--- config.mk ---
export PLATFORM = sky130hd
export DESIGN_NAME = vga_scan_gen
export DESIGN_NICKNAME = d
export VERILOG_FILES = /design/src/rtl/vga_pkg.sv /design/src/rtl/scan_axis.sv /design/src/rtl/vga_scan_gen.sv
export SDC_FILE = /design/constraint.sdc
export NUM_CORES = 1
export LEC_CHECK = 0
export ABC_AREA = 1
export CAP_MARGIN = 20
export CELL_PAD_IN_SITES_DETAIL_PLACEMENT = 0
export CELL_PAD_IN_SITES_GLOBAL_PLACEMENT = 2
export CORE_UTILIZATION = 28
export DETAILED_ROUTE_END_ITERATION = 10
export GPL_TIMING_DRIVEN = 0
export PLACE_DENSITY = 0.76
export SLEW_MARGIN = 20
export SYNTH_ARGS = -nofsm -noshare
export SYNTH_HDL_FRONTEND = slang
export SYNTH_HIERARCHICAL = 1
export SYNTH_SLANG_ARGS = --single-unit
--- constraint.sdc ---
create_clock -name clk -period 2.27 [get_ports clk]
set_input_delay 0.454 -clock clk [delete_from_list [all_inputs] [get_ports clk]]
set_output_delay 0.454 -clock clk [all_outputs]
set_load 0.01 [all_outputs]
--- src/rtl/vga_pkg.sv ---
// Shared timing constants and types for the VGA raster scan generator.
// Default timing is 640x480@60 with a 25.175 MHz pixel clock.
package vga_pkg;

  localparam int H_ACTIVE = 640;
  localparam int H_FRONT  = 16;
  localparam int H_SYNC   = 96;
  localparam int H_BACK   = 48;
  localparam int V_ACTIVE = 480;
  localparam int V_FRONT  = 10;
  localparam int V_SYNC   = 2;
  localparam int V_BACK   = 33;

  localparam int H_TOTAL = H_ACTIVE + H_FRONT + H_SYNC + H_BACK;
  localparam int V_TOTAL = V_ACTIVE + V_FRONT + V_SYNC + V_BACK;

  localparam int POS_W = 10;

  typedef enum logic [1:0] {
    ACTIVE,
    FRONT,
    SYNC,
    BACK
  } phase_e;

  typedef struct packed {
    logic hsync;
    logic vsync;
    logic display_on;
  } sync_bits_t;

endpackage

--- src/rtl/scan_axis.sv ---
// One raster axis: a position counter with a phase FSM (ACTIVE/FRONT/SYNC/BACK).
// The counter advances on en; wrap pulses combinationally on the last position.
module scan_axis
  import vga_pkg::*;
#(
  parameter int ACTIVE_LEN = 640,
  parameter int FRONT_LEN  = 16,
  parameter int SYNC_LEN   = 96,
  parameter int BACK_LEN   = 48
) (
  input  logic             clk,
  input  logic             rst_n,
  input  logic             en,
  output logic [POS_W-1:0] pos,
  output phase_e           phase,
  output logic             wrap
);

  localparam logic [POS_W-1:0] LAST_ACTIVE = POS_W'(ACTIVE_LEN - 1);
  localparam logic [POS_W-1:0] LAST_FRONT  = POS_W'(ACTIVE_LEN + FRONT_LEN - 1);
  localparam logic [POS_W-1:0] LAST_SYNC   = POS_W'(ACTIVE_LEN + FRONT_LEN + SYNC_LEN - 1);
  localparam logic [POS_W-1:0] LAST_POS    =
    POS_W'(ACTIVE_LEN + FRONT_LEN + SYNC_LEN + BACK_LEN - 1);

  logic [POS_W-1:0] pos_nxt;
  phase_e           phase_nxt;

  assign wrap = en && (pos == LAST_POS);

  always_comb begin
    // NOTE: every output gets a default before any branch, so no path can leave it unassigned and infer a latch.
    pos_nxt   = pos;
    phase_nxt = phase;
    if (en) begin
      pos_nxt = wrap ? '0 : pos + POS_W'(1);
      case (phase)
        ACTIVE:  if (pos == LAST_ACTIVE) phase_nxt = FRONT;
        FRONT:   if (pos == LAST_FRONT)  phase_nxt = SYNC;
        SYNC:    if (pos == LAST_SYNC)   phase_nxt = BACK;
        BACK:    if (wrap)               phase_nxt = ACTIVE;
        default:                         phase_nxt = ACTIVE;
      endcase
    end
  end

  // NOTE: non-blocking assignments here so every flop samples pre-edge values, independent of statement order.
  always_ff @(posedge clk or negedge rst_n) begin
    if (!rst_n) begin
      pos   <= '0;
      phase <= ACTIVE;
    end else begin
      pos   <= pos_nxt;
      phase <= phase_nxt;
    end
  end

endmodule

--- src/rtl/vga_scan_gen.sv ---
// Raster scan generator: x/y/active with zero latency, sync and display_on
// delayed PIPE_DEPTH clocks to match downstream pixel pipelines, plus line/frame strobes.
module vga_scan_gen #(
  parameter int H_ACTIVE   = vga_pkg::H_ACTIVE,
  parameter int H_FRONT    = vga_pkg::H_FRONT,
  parameter int H_SYNC     = vga_pkg::H_SYNC,
  parameter int H_BACK     = vga_pkg::H_BACK,
  parameter int V_ACTIVE   = vga_pkg::V_ACTIVE,
  parameter int V_FRONT    = vga_pkg::V_FRONT,
  parameter int V_SYNC     = vga_pkg::V_SYNC,
  parameter int V_BACK     = vga_pkg::V_BACK,
  parameter bit SYNC_POL   = 1'b0,
  parameter int PIPE_DEPTH = 1
) (
  input  logic       clk,
  input  logic       rst_n,
  output logic [9:0] x,
  output logic [8:0] y,
  output logic       active,
  output logic       hsync,
  output logic       vsync,
  output logic       display_on,
  output logic       line_tick,
  output logic       frame_tick,
  output logic [7:0] frame_cnt
);

  import vga_pkg::*;

  localparam logic SYNC_OFF = ~SYNC_POL;
  localparam sync_bits_t PIPE_RESET = '{hsync: SYNC_OFF, vsync: SYNC_OFF, display_on: 1'b0};

  logic [POS_W-1:0] hpos;
  logic [POS_W-1:0] vpos;
  phase_e           h_phase;
  phase_e           v_phase;
  logic             h_wrap;
  logic             v_wrap;
  sync_bits_t       raw;
  logic             unused_vpos_msb;

  scan_axis #(
    .ACTIVE_LEN(H_ACTIVE), .FRONT_LEN(H_FRONT), .SYNC_LEN(H_SYNC), .BACK_LEN(H_BACK)
  ) u_h_axis (
    .clk(clk), .rst_n(rst_n), .en(1'b1),
    .pos(hpos), .phase(h_phase), .wrap(h_wrap)
  );

  scan_axis #(
    .ACTIVE_LEN(V_ACTIVE), .FRONT_LEN(V_FRONT), .SYNC_LEN(V_SYNC), .BACK_LEN(V_BACK)
  ) u_v_axis (
    .clk(clk), .rst_n(rst_n), .en(h_wrap),
    .pos(vpos), .phase(v_phase), .wrap(v_wrap)
  );

  // y exposes only the low nine bits; lines past 511 alias and must be gated by active.
  assign x               = hpos;
  assign y               = vpos[8:0];
  assign unused_vpos_msb = vpos[9];
  assign active          = (h_phase == ACTIVE) && (v_phase == ACTIVE);

  always_comb begin
    raw.hsync      = (h_phase == SYNC) ? SYNC_POL : SYNC_OFF;
    raw.vsync      = (v_phase == SYNC) ? SYNC_POL : SYNC_OFF;
    raw.display_on = active;
  end

  generate
    if (PIPE_DEPTH == 0) begin : g_no_pipe
      assign {hsync, vsync, display_on} = raw;
    end else begin : g_pipe
      sync_bits_t stage [PIPE_DEPTH];

      // NOTE: this chain is a few flops rather than a RAM, so it is reset to inactive levels to avoid a stray pulse.
      always_ff @(posedge clk or negedge rst_n) begin
        if (!rst_n) begin
          for (int i = 0; i < PIPE_DEPTH; i++) stage[i] <= PIPE_RESET;
        end else begin
          stage[0] <= raw;
          for (int i = 1; i < PIPE_DEPTH; i++) stage[i] <= stage[i-1];
        end
      end

      assign {hsync, vsync, display_on} = stage[PIPE_DEPTH-1];
    end
  endgenerate

  // Strobes are registered from the wrap conditions, so they coincide with hpos==0.
  always_ff @(posedge clk or negedge rst_n) begin
    if (!rst_n) begin
      line_tick  <= 1'b0;
      frame_tick <= 1'b0;
      frame_cnt  <= '0;
    end else begin
      line_tick  <= h_wrap;
      frame_tick <= v_wrap;
      if (v_wrap) frame_cnt <= frame_cnt + 8'd1;
    end
  end

endmodule

[Word level (Yosys, flattened, before mapping)]
Index checks and enable logic that the tools add are counted.
Storage, ports and cells
  word-level logic and storage cells: 55
  flip-flop bits (word level): 37
Operators by class
  reduce and logical (&&, ||, !) cells: 6
  eq/ne operators: 22
  add/sub/neg operators: 3
  muxes and demuxes: 14
Operators by type and width (count)
  10-bit equality test, second input constant: 5
  10-bit by 9-bit equality test with 1-bit output, second input constant: 3
  10-bit by 1-bit adder with 10-bit output, second input constant: 2
  10-bit two-way mux: 2
  2-bit two-way mux: 8
  2-bit case mux with 4 select lines: 2
  2-bit by 1-bit != test with 1-bit output, second input constant: 7
  8-bit by 1-bit adder with 8-bit output, second input constant: 1
  2-bit equality test, second input constant: 4
  5-bit AND reduction: 1
  2-bit by 1-bit equality test with 1-bit output, second input constant: 2
  2-bit zero test: 2
  4-bit AND reduction: 1
  1-bit logical AND: 2
  1-bit two-way mux: 2
  2-bit != test, second input constant: 1

[Depth between registers and ports, before layout]
  depth after elaboration: 4
  depth in mapped cells: 16

[Modules after synthesis]
The synthesis kept the hierarchy.
By module, submodules not included
  scan_axis at u_v_axis: cells each 107, instances 1, area an instance 840.8 µm²
  scan_axis at u_h_axis: cells each 108, instances 1, area an instance 815.8 µm²
  vga_scan_gen: cells each 51, instances 1, area an instance 528.0 µm²

[Least setup slack after synthesis]
OpenSTA, ideal clock, no wires.
  path type: reg2reg
  start: register u_h_axis.pos[0]
  end: register frame_cnt[7]
  stages on the path, launching flop included: 16
  path buffers: 1
  data required time: 2157 ps
  arrival time: 2087 ps
  setup time: 113 ps
  slack: 70 ps
  cells stage by stage: dfrtp_1 > ha_1 > nand3_1 > inv_1 > nand3_2 > inv_2 > buf_4 > nand2_1 > nor2_2 > nand3_2 > inv_1 > nand2_1 > nor2_4 > nand3_1 > nand2_1 > inv_1
On the way
  word-level cells in the longest chain between the ends: 2
Ends and longest elaborated chain
  start: declaration: RTL line scan_axis.sv:14  | output logic [POS_W-1:0] pos,
  start signal: assignment: RTL line scan_axis.sv:52  | pos <= pos_nxt;
  10-bit equality test: RTL line scan_axis.sv:28  | assign wrap = en && (pos == LAST_POS);
  net h_wrap: RTL line vga_scan_gen.sv:37  | logic h_wrap;
  1-bit logical AND: RTL line scan_axis.sv:28
  net v_wrap: RTL line vga_scan_gen.sv:38  | logic v_wrap;
  end signal: assignment: RTL line vga_scan_gen.sv:97  | if (v_wrap) frame_cnt <= frame_cnt + 8'd1;
  end: declaration: RTL line vga_scan_gen.sv:25  | output logic [7:0] frame_cnt
The timed path passes the listed nets, and every way through them passes these cells.
A chain may end at the register's enable or synchronous reset.

[Final worst setup path]
  start: register u_v_axis.phase[0]
  end: output active
On the way
  word-level cells in the longest chain between the ends: 2
Ends and longest elaborated chain
  start: declaration: RTL line scan_axis.sv:15  | output phase_e phase,
  start signal: assignment: RTL line scan_axis.sv:53  | phase <= phase_nxt;
  2-bit zero test: RTL line vga_scan_gen.sv:60  | assign active = (h_phase == ACTIVE) && (v_phase == ACTIVE);
  1-bit logical AND: RTL line vga_scan_gen.sv:60
  end: declaration: RTL line vga_scan_gen.sv:19  | output logic active,
Every way passes these cells.

==> flow_metrics.py <==
metrics = {
    "power": {
        "p_per_area_nw_per_um2": 827.3,
        "combPwrFrac_pct": 35.4,
        "power_frac_seq_pct": 39.4,
        "switching_power_uw": 843.3,
        "max-vdd-ir-drop_mv": 0.3876,
        "intPower_uw": 1550,
        "swShare_pct": 35.24,
        "p_leak_uw": 0.001381,
        "clkPwrFrac_pct": 25.1,
        "finalPower_uw": 2393,
    },
    "grt": {
        "use_met2_pct": 20.42,
        "grt_pass1_wl_mm": 8.314,
        "antenna_found_initial": 0,
        "grt_pass1_vias": 1755,
        "grt_use_met3_pct": 2.694,
        "top_usage_layer": "met2",
        "track_usage_pct": 12.53,
        "grt_use_met1_pct": 16.98,
        "overflow": 0,
        "grt_max_degree": 27,
    },
    "clocking": {
        "cts-root-buf": "clkbuf_8",
        "clk_pin_slew_worst_paths_ps": 80,
        "clock_latency_ps": 280,
        "cts_made_buffers": 5,
        "cts.sinks": 37,
        "cts_max_path_buffers": 2,
        "htree_levels": 2,
        "hold_buffers": 0,
        "cts_tree": "done",
    },
    "placement": {
        "io_buffers": 34,
        "place.gp.congestion": 0.7613,
        "placed_cell_area_um2": 2664,
        "dpl.hpwl_mm": 3.523,
    },
    "floorplan": {
        "die_x_um": 90.33,
        "core_area_um2": 7408,
        "dieArea_um2": 8160,
        "initial_core_util_pct": 29.49,
        "ioPinCount": 35,
        "fp.dieH_um": 90.33,
        "rows": 31,
    },
    "finish": {
        "final_nets": 332,
        "drive_above_1_share_pct": 19.62,
        "multi_input_area_um2": 1122,
        "final_cell_area_um2": 2893,
        "nFillCells": 779,
        "final_cell_mix": "61 x nand2_1, 33 x clkdlybuf4s50_1, 32 x inv_1, 32 x dfrtp_1, 26 x nor2_1",
        "area_growth_pct": 32.42,
        "n_antenna_cell": 0,
        "seq_area_um2": 932.1,
        "layout_commonest_cell": "nand2_1",
    },
    "route": {
        "drtIter0Drc": 71,
        "routed_wl_mm": 4.762,
        "drt_first_pass_iters": 4,
        "via_per_inst": 4.366,
        "route.detailed.drc": 0,
        "via_count": 1812,
        "ant_nets": 0,
        "avgRoutedWirePerCell_um": 11.47,
    },
    "logic_synthesis": {
        "syn-mean-instance-area_um2": 8.213,
        "syn_nets": 283,
        "ys_seq_area_share_pct": 42.50,
        "syn_area_um2": 2185,
        "syn_inst": 266,
        "synth_cell_types": 32,
        "yosysWarnings": 6,
        "synth_top_flop_cell": "dfrtp_1",
        "synth_edf_count": 0,
        "ys_seq_elements": 37,
        "async_reset_ff_share_pct": 100.0,
    },
    "run_status": {
        "status": "complete, no violations",
    },
    "sta": {
        "setup_viol": 0,
        "fin_skew_ps": 7.003,
        "period_needed_ps": 2138,
        "timing.final.crit_share_pct": 94.19,
        "slew_violations": 0,
        "fmax_ghz": 0.4677,
        "hold_violations": 0,
    },
    "setup_path": {
        "startpoint_type": "register",
        "critical_path.cell_chain": "nor4_2, clkdlybuf4s50_1",
        "worstSetupPathType": "reg -> out",
        "crit_start": "u_v_axis/phase[0]",
        "worst_path_max_delay_cell": "clkdlybuf4s50_1",
        "worstPathMaxFanout": 6,
        "r2r_slack_ps": 180,
        "path_buf_inv": 1,
        "critPathCaptureType": "output pin",
        "critical-path-top-delay-family": "buffers and inverters",
        "cp.arrival_ps": 1680,
        "reg2reg_from": "u_h_axis/pos[5]",
        "slowest_delay_ps": 590,
        "required_ps": 1820,
    },
    "run": {
        "drv_cap": 0,
    },
    "min_path": {
        "min-delay-path-class": "in -> async",
    },
}
## metal layers
metal  vias up  share of wire, %  routed length, um
li1        930                 -                  -
met1       854                48               2302
met2        24                48               2281
met3         4               3.1                148
met4         0              0.61                 29
met5         -                 0                  0
## area by class of cell
cell class / instances / area share (%)
Multi-Input combinational cell: 184 / 38.80
Buffer: 3 / 0.8218
Sequential cell: 37 / 32.22
Clock buffer: 7 / 2.984
Timing Repair Buffer: 43 / 14.36
Inverter: 41 / 5.493
Clock inverter: 1 / 1.038
Tap cell: 99 / 4.282
## cell usage after synthesis, types with 3 or more instances
cell,n,share of area [%]
nand2_1,61,10
dfrtp_1,35,40
inv_1,35,6.0
nor2_1,27,4.6
ha_1,15,8.6
nand3_1,14,3.2
nand4_1,8,2.3
xor2_1,8,3.2
a21oi_1,7,1.6
inv_2,6,1.0
nor3_1,6,1.4
nand2_2,5,1.4
nor2_2,5,1.4
nand3_2,4,1.8
o21ai_1,3,0.69
or2_2,3,0.86
xnor2_1,3,1.2
## logic make-up after synthesis
family | share of synthesized area, %
simple gates | 32.19
mux | 0.5154
compound gates | 3.150
flops | 42.50
xor+xnor | 4.410
other cells | 0.1717
buf+inv | 8.476
fa+ha+maj | 8.591
## stage by stage
step	TNS [ps]	std cells	hold slack (ps)	worst slack [ps]	utilization [%]
floorplan	0	266	158.4	70.04	-
global placement	-12940	399	499.7	-403.9	35.75
detailed placement	-2234	400	364.8	-376.5	35.96
CTS	0	410	43.05	1.448	38.17
global route	-3.806	415	52.28	-3.806	39.05
finish	0	415	46.18	132.0	39.05
## worst paths after layout
check / end / cells past startpoint
min in group clk: frame_cnt[6] / 2
max in group asynchronous: hsync / 2
min: u_v_axis/phase[1] / 1
max: active / 2
max reg2reg: frame_cnt[7] / 14
min reg2reg: frame_cnt[6] / 2
## registers in the layout (all words and copies together) (netlist names)
name and cells:
frame_cnt 8, u_h_axis/pos 10, display_on 1, hsync 1
line_tick 1, u_v_axis/phase 2, vsync 1, u_h_axis/phase 2
u_v_axis/pos 10, frame_tick 1
## power groups by stage
stage          clock [uW]  sequential (uW)  combinational [uW]
6_report              602              944                 848
2_1_floorplan           0              958                 423
5_1_grt               656              975                 958
3_5_place_dp            0              945                 794
4_1_cts               632              935                 814
3_3_place_gp            0              950                 786
## timing repair
action                     4_1_cts  5_1_grt
setup endpoints to repair       12        8
resized for setup                8        9
pin swaps                        0        2
setup buffers                    2        6
(Power assumes the default switching activity.)
==> edit, RTL diff (same settings) <==
Remove the register `line_tick`: a continuous assignment takes its place, so the output `line_tick` follows one clock earlier.
--- a/src/rtl/vga_scan_gen.sv
+++ b/src/rtl/vga_scan_gen.sv
@@ -89,9 +89,7 @@
   always_ff @(posedge clk or negedge rst_n) begin
     if (!rst_n) begin
-      line_tick  <= 1'b0;
       frame_tick <= 1'b0;
       frame_cnt  <= '0;
     end else begin
-      line_tick  <= h_wrap;
       frame_tick <= v_wrap;
       if (v_wrap) frame_cnt <= frame_cnt + 8'd1;
@@ -99,4 +97,6 @@
   end
 
+  assign line_tick = h_wrap;
+
 endmodule
 
Function: same outputs for any inputs over 10 cycles, from zero or initial values and one cycle with rst_n low; that may be too few to reach the edited logic, so the function may still have changed.
==> edit against the original RTL <==
Synthesized area shrank 1.1%; cell area grew 1.0%; first-iteration DRC count is 54% lower; wire length grew 3.2%; utilization increased by 0.61 points; total power shrank 1.9%; sequential cell count shrank 1; clock power is 18% lower; setup slack lost 0.069 ns; non-clock buffer count grew 8; critical path type unchanged.
==> edit: results (changes against the original RTL) <==
status - finished clean (unchanged)
most common cell after layout, fill and taps aside - nand2_1 (unchanged)
Starting DRT DRC Count - 33 (was 71)
Synth area leaders - dfrtp_1 (39%), nand2_1 (11%), ha_1 (8.7%) (was dfrtp_1 (40%), nand2_1 (10%), ha_1 (8.6%))
share of post-route cells with drive strength above 1 - 21.7% (was 19.6%)
worst reg2reg startpoint - u_h_axis/pos[1] (was u_h_axis/pos[5])
flop-to-flop setup slack - 0.28 ns (was 0.18 ns)
Bufs on Longest Clock Path - 2 (unchanged)
Setup Slack @ Placement - -0.389 ns (was -0.377 ns)
largest net degree at the start of global routing - 28 (was 27)
reg-to-reg endpoint - frame_cnt[7] (unchanged)
number of global-route vias before repair - 1734 (was 1755)
CTS root buf - clkbuf_8 (unchanged)
Fill cells - 776 (was 779)
fraction of registers with async set/reset - 100% (unchanged)
Mean Syn Cell Area - 8.15 um^2 (was 8.21 um^2)
synth warn - 6 (unchanged)
Final nets - 339 (was 332)
crit path to - active (unchanged)
Avg Vias per Cell - 4.29 (was 4.37)
Mapped Nets - 282 (was 283)
Critical Path Start - u_v_axis/phase[0] (unchanged)
CP Data Arrival Time - 1.75 ns (was 1.68 ns)
CTS buffer count - 5 (unchanged)
hpwl dp - 3.57 mm (was 3.52 mm)
final clock skew - 0.00518 ns (was 0.00700 ns)
Post-synth top cells - nand2_1 (61), inv_1 (35), dfrtp_1 (34) (was nand2_1 (61), dfrtp_1 (35), inv_1 (35))
DP Cell Count - 399 (was 400)
Overflow after GRT - 0 (unchanged)
area post-placement - 0.00264 mm^2 (was 0.00266 mm^2)
f_max - 453 MHz (was 468 MHz)
worst hold slack - 0.0334 ns (was 0.0462 ns)
peak supply drop - 0.348 mV (was 0.388 mV)
footprint of the multi-input gates - 0.00114 mm^2 (was 0.00112 mm^2)
Netlist cell types - 32 (unchanged)
All-Layer GR Usage - 13.0% (was 12.5%)
Pre-antenna DRT Iters - 4 (unchanged)
initial antenna violation count - 0 (unchanged)
detailed-route via count - 1809 (was 1812)
Static Leak - 1.39 nW (was 1.38 nW)
post-synthesis sequential area ratio - 41.8% (was 42.5%)
Sw Pwr - 877 uW (was 843 uW)
final RePlAce weighted congestion - 0.732 (was 0.761)
largest registers - u_h_axis/pos: 10 flops, u_v_axis/pos: 10 flops, frame_cnt: 8 flops (unchanged)
mean routed wirelength per cell - 11.6 um (was 11.5 um)
global-route wire length before repair - 8.38 mm (was 8.31 mm)
-- edit: timing repair --
action                     4_1_cts  5_1_grt
pin swaps                        0        4
buffers inserted                 2       14
setup endpoints to repair       16        6
gates resized for setup         13        8
hold buffers                     0        0
-- edit: critical path, stage by stage (launching register included) --
cell and delay, ns:
dfrtp_1 0.48, nor4_4 0.38, clkdlybuf4s50_1 0.60
-- edit: metal layers --
| layer | global-route usage [%] | vias to the layer above | share of wire, % |
|---|---|---|---|
| met5 | 0 | - | 0 |
| li1 | - | 945 | - |
| met4 | 5.33 | 0 | 1.7 |
| met3 | 2.37 | 6 | 2.4 |
| met2 | 21.3 | 21 | 47 |
| met1 | 16.9 | 837 | 49 |
-- edit: kinds of logic after synthesis --
| family | after synthesis | share of synthesized area, % |
|---|---|---|
| AOI/OAI and AO/OA | 13 | 3.19 |
| adders and majority gates | 15 | 8.69 |
| DFF | 36 | 41.8 |
| other | 1 | 0.174 |
| muxes | 1 | 0.521 |
| buffers and inverters | 45 | 8.57 |
| and+or+nand+nor | 143 | 32.6 |
| xor gates and xnor gates | 11 | 4.46 |
-- edit: final cells by class --
cell class                      count  area share, %
Inverter                           41           5.52
Sequential cell                    36           31.0
Tap cell                           99           4.24
Clock buffer                        7           2.95
Clock inverter                      1          0.257
Buffer                              3          0.813
Timing Repair Buffer               51           16.2
Multi-Input combinational cell    184           39.0
-- edit: power groups by stage --
stage               sequential [mW]  clock (mW)  combinational (mW)
floorplan                     0.940           0               0.423
global placement              0.930           0               0.789
detailed placement            0.930           0               0.793
CTS                           0.929       0.525               0.835
global route                  0.947       0.542                1.04
finish                        0.920       0.493               0.934
